## src/rtl/alu_arbiter.sv

```systemverilog
// Shares one combinational ALU among NREQ requesters (IDLE/ISSUE/RESP).
// Ports: CLK, RST (sync, active-high); req/req_op/req_a/req_b per requester;
//   done/gnt one-hot; res_out/res_neg/res_ovf/res_zero registered result;
//   busy; alu_op/alu_a/alu_b to the ALU; alu_out/alu_neg/alu_ovf/alu_zero back.
// Build option: define ALU_ARB_RR_EN for round-robin, else fixed priority.

package alu_arbiter_pkg;
  typedef logic [31:0] word_t;
  typedef logic [3:0]  aluop_t;
  localparam aluop_t ALU_ADD = 4'd0;
  localparam aluop_t ALU_SUB = 4'd1;
  localparam aluop_t ALU_AND = 4'd2;
  localparam aluop_t ALU_OR  = 4'd3;
endpackage

module alu_arbiter
  import alu_arbiter_pkg::*;
#(
  parameter int NREQ = 2
) (
  input  logic                 CLK,
  input  logic                 RST,
  input  logic [NREQ-1:0]      req,
  input  aluop_t [NREQ-1:0]    req_op,
  input  word_t [NREQ-1:0]     req_a,
  input  word_t [NREQ-1:0]     req_b,
  output logic [NREQ-1:0]      done,
  output logic [NREQ-1:0]      gnt,
  output word_t                res_out,
  output logic                 res_neg,
  output logic                 res_ovf,
  output logic                 res_zero,
  output logic                 busy,
  output aluop_t               alu_op,
  output word_t                alu_a,
  output word_t                alu_b,
  input  word_t                alu_out,
  input  logic                 alu_neg,
  input  logic                 alu_ovf,
  input  logic                 alu_zero
);

  localparam int PW = (NREQ > 2) ? 2 : 1;

  typedef enum logic [1:0] {
    IDLE  = 2'd0,
    ISSUE = 2'd1,
    RESP  = 2'd2
  } state_t;

  state_t        state;
  state_t        state_nx;
  logic [PW-1:0] win;
  logic          any;
  aluop_t        op_q;
  word_t         a_q;
  word_t         b_q;

  assign any = |req;

`ifdef ALU_ARB_RR_EN
  logic [PW-1:0] ptr;
  logic [PW-1:0] cand;
  logic          hit;

  // Search starts one past the last winner and wraps.
  always_comb begin
    win  = '0;
    cand = '0;
    hit  = 1'b0;
    for (int k = 1; k <= NREQ; k++) begin
      cand = PW'((int'(ptr) + k) % NREQ);
      if (!hit && req[cand]) begin
        win = cand;
        hit = 1'b1;
      end
    end
  end

  always_ff @(posedge CLK) begin
    if (RST)
      ptr <= PW'(NREQ - 1);
    else if (state == IDLE && any)
      ptr <= win;
  end
`else
  // Descending scan so the lowest index wins.
  always_comb begin
    win = '0;
    for (int k = NREQ - 1; k >= 0; k--) begin
      if (req[k])
        win = PW'(k);
    end
  end
`endif

  always_ff @(posedge CLK) begin
    if (RST)
      state <= IDLE;
    else
      state <= state_nx;
  end

  always_comb begin
    state_nx = state;
    unique case (state)
      IDLE:    if (any) state_nx = ISSUE;
      ISSUE:   state_nx = RESP;
      RESP:    state_nx = IDLE;
      default: state_nx = IDLE;
    endcase
  end

  always_ff @(posedge CLK) begin
    if (RST) begin
      gnt      <= '0;
      op_q     <= '0;
      a_q      <= '0;
      b_q      <= '0;
      res_out  <= '0;
      res_neg  <= 1'b0;
      res_ovf  <= 1'b0;
      res_zero <= 1'b0;
    end else begin
      unique case (state)
        IDLE: begin
          if (any) begin
            gnt  <= NREQ'(1) << win;
            op_q <= req_op[win];
            a_q  <= req_a[win];
            b_q  <= req_b[win];
          end
        end
        ISSUE: begin
          res_out  <= alu_out;
          res_neg  <= alu_neg;
          res_ovf  <= alu_ovf;
          res_zero <= alu_zero;
        end
        RESP:    gnt <= '0;
        default: gnt <= '0;
      endcase
    end
  end

  always_comb begin
    busy   = (state != IDLE);
    done   = (state == RESP) ? gnt : '0;
    alu_op = op_q;
    alu_a  = a_q;
    alu_b  = b_q;
  end

endmodule

```

## config.mk

```make
export PLATFORM = sky130hd
export DESIGN_NAME = alu_arbiter
export DESIGN_NICKNAME = d
export VERILOG_FILES = /design/src/rtl/alu_arbiter.sv
export SDC_FILE = /design/constraint.sdc
export NUM_CORES = 1
export LEC_CHECK = 0
export BUFFER_PORTS_ARGS = -buffer_cell sky130_fd_sc_hd__buf_2
export CAP_MARGIN = 20
export CORE_AREA = 2 2 108 110
export DETAILED_ROUTE_END_ITERATION = 8
export DIE_AREA = 0 0 110 112
export PLACE_DENSITY = 0.83
export SYNTH_ARGS = -nofsm -noshare
export SYNTH_HDL_FRONTEND = slang
export SYNTH_SLANG_ARGS = --single-unit
```

## constraint.sdc

```tcl
create_clock -name CLK -period 2.2 [get_ports CLK]
set_input_delay 0.66 -clock CLK [delete_from_list [all_inputs] [get_ports CLK]]
set_output_delay 0.66 -clock CLK [all_outputs]
set_load 0.03 [all_outputs]
```

==> results by group <==
Clock tree
  – Clk Tree Root Cell: clkbuf_16
  – Hold-fix buffers, CTS: 0
  – Clock Path Buffers: 2
  – Reg clk slew, reported paths: 0.07 ns
  – PostCTS Resize Cnt: 0
  – Setup bufs post-CTS: 0
  – Total CTS buffers: 9
  – CTS sink cnt: 107
  – Worst-skew pair later-pin latency: 0.34 ns
  – Number of H-tree levels: 3
  – CTS tree: done

Floorplanning
  – Die area: 0.01232 mm²
  – Row count: 39
  – Initial Util: 39.89%
  – Die W: 110 µm
  – Die Y: 112 µm
  – Core area: 0.01117 mm²
  – Io pins: 283

Logic synthesis
  – Syn avg cell area: 7.932 µm²
  – Post-synth cell types: 19
  – Seq cells post-synth: 107
  – Xor and xnor area share after synthesis: 0%
  – Synth Area in Compound Gates: 26.41%
  – Largest family of logic cells by synthesized area: compound AO/OA/AOI/OAI gates
  – Synthesized area: 0.004458 mm²
  – Syn Inst Count: 562
  – Seq/Total Area, Yosys: 48.05%
  – Synth warn: 0
  – Syn nets: 737
  – Synth Area in Adders: 0%
  – Mux cell area share after synthesis: 0%
  – Simple-Gate Fraction of Synth Area: 19.37%

Critical path
  – Critical Path AT: 1.38 ns
  – Crit path from: state[0]
  – Crit-path slowest cell: dfxtp_1
  – Cell family with most CP delay: flip-flops
  – CP endpoint kind: output pin
  – CP Max Fanout: 6
  – CP bufs+invs: 2
  – Startpoint types: register
  – Crit path kind: reg2out
  – Worst r2r src: state[1]
  – Worst path max stage delay: 0.50 ns
  – Critical path cell sequence: inv_1, and3_1, buf_2
  – CP required: 1.54 ns

Global route
  – Vias in the first global route: 4648
  – GR Layer Usage met1: 27.43%
  – Grt ovf: 0
  – GR Util met3: 7.787%
  – Grt peak-use layer: met2
  – Met2 usage: 38.85%
  – Gr usage total: 23.14%
  – Largest net degree at the start of global routing: 70
  – Initial antenna violation count: 2
  – First-pass GRT wire length: 22510 µm

Timing
  – Sum Neg Setup Slack: 0 ns
  – RSZ-0062 raised after global routing: false
  – Period utilisation layout: 92.76%
  – Fmax: 0.4900 GHz
  – Final Hold Vio Count: 0
  – Relative slew margins: 45.78%
  – Worst hold margin: 0.4529 ns
  – Slew @ Worst Pin: 0.8132 ns
  – Setup-failing EPs final: 0
  – Clock Skew: 0.009222 ns
  – Max-slew violation count: 0
  – Final min period: 2.041 ns

Final layout
  – Area of the multi-input gates: 0.002061 mm²
  – Fin nets: 985
  – Storage cell area: 0.002142 mm²
  – Fraction of layout cells with a size suffix above 1: 40.12%
  – Filler cells: 1058
  – Area growth from synthesis to layout: 40.19%

Routing
  – Final WL: 14800 µm
  – DR pass1 iterations: 4
  – Remaining DRCs: 0
  – DR iter-0 viols: 287
  – Routed Antenna Nets: 0
  – DR vias: 4960
  – Routed len/inst: 15.42 µm
  – Ratio of routed vias to standard cells: 5.167

Power and ir drop
  – Sequential power share: 43.5%
  – VDD IR-drop max: 0.4165 mV
  – Clock power share: 30.4%
  – Logic gate share of total power: 26.1%
  – Leakage dissipation: 0.002997 µW
  – Psw: 1750 µW
  – Cell Int Power: 3370 µW
  – PD cells: 819.2 mW/mm²
  – Sw Ratio: 34.18%

Hold path
  – Hold crit path type: reg2reg
  – Hold Startpoint: res_out[1]

Job
  – Max-Cap Viols: 0

Placement
  – Placer Congestion: 0.8183
  – Port bufs: 282
  – HPWL after DPL: 10520 µm

Outcome
  – Outcome: finished, final reports clean
-- worst paths after layout --
kind	end	slack (ns)	cells after the start
setup / recovery	done[0]	0.16	3
hold / removal	res_out[1]	0.45	2
setup reg to reg	alu_b[20]	0.49	3
hold reg to reg	res_out[1]	0.45	2
-- power groups by stage --
stage          Clock (µW)  Sequential (µW)  Combinational, µW
6_report             1560             2230               1330
5_1_grt              1690             2250               1450
4_1_cts              1600             2230               1350
3_5_place_dp            0             2270               1350
3_3_place_gp            0             2260               1330
2_1_floorplan           0             2630                510
-- layer usage --
metal	wire, µm	vias up	share of wire (%)
met1	6111	2259	41
met3	1428	19	9.6
met5	0	-	0
li1	-	2460	-
met4	261	0	1.8
met2	7000	222	47
-- logic make-up after synthesis --
family,after synthesis
and+or+nand+nor,221
AOI/OAI and AO/OA,173
buffers and inverters,61
DFF,107
-- synthesized netlist by cell type, drive strengths merged --
cell type	count	share of area [%]
dfxtp	107	48
clkbuf	38	3.2
nand2b	3	0.42
nand2	206	17
nor4	1	0.14
a21oi	105	12
nor2b	4	0.56
or2	1	0.14
and2	1	0.20
and3	2	0.28
inv	2	0.17
buf	21	2.8
nor3	1	0.11
nor2	2	0.17
a311oi	68	15
-- per-stage QoR --
stage	area (µm²)	power (µW)	worst slack, ns	utilization, %	cells
5_1_grt	6250	5383	0.09145	55.93	960
2_1_floorplan	4458	3137	0.3772	-	562
3_5_place_dp	5958	3615	0.1608	53.32	942
4_1_cts	6245	5172	0.1605	55.88	958
3_3_place_gp	5958	3598	0.2190	53.32	942
6_report	6250	5120	0.1592	55.93	960
-- state kept, by name, indices dropped and copies added (netlist names) --
signal and flops:
res_out 32, alu_b 32, gnt 2, res_ovf 1, res_neg 1, alu_a 32, res_zero 1, state 2
alu_op 4
-- placed cells by master (no fill, tap or decap), types with 2 or more instances in the layout --
| cell type | instances |
|---|---|
| nand2_1 | 206 |
| nor2b_1 | 2 |
| buf_4 | 11 |
| clkinv_4 | 2 |
| dfxtp_1 | 107 |
| a311oi_1 | 59 |
| nand2b_1 | 2 |
| a311oi_2 | 9 |
| and3_1 | 2 |
| inv_8 | 2 |
| diode_2 | 2 |
| clkbuf_16 | 9 |
| buf_12 | 4 |
| a21oi_1 | 105 |
| inv_1 | 2 |
| buf_2 | 281 |
-- cell type report --
cell class	instances	share of cell area (%)
diodes	2	0.08008
clock buffers	9	3.604
clock inverters	7	0.9810
inverters	2	0.1201
multi-input cells	394	32.97
flip-flops and latches	107	34.27
well taps	143	2.863
repair buffers	296	25.11
-- worst register-to-register path, stage by stage (launching register included) --
cell      delay [ns]
dfxtp_1         0.42
nor2_4          0.20
and2_4          0.69
a311oi_1        0.24
Power figures use the tool's default switching activity.
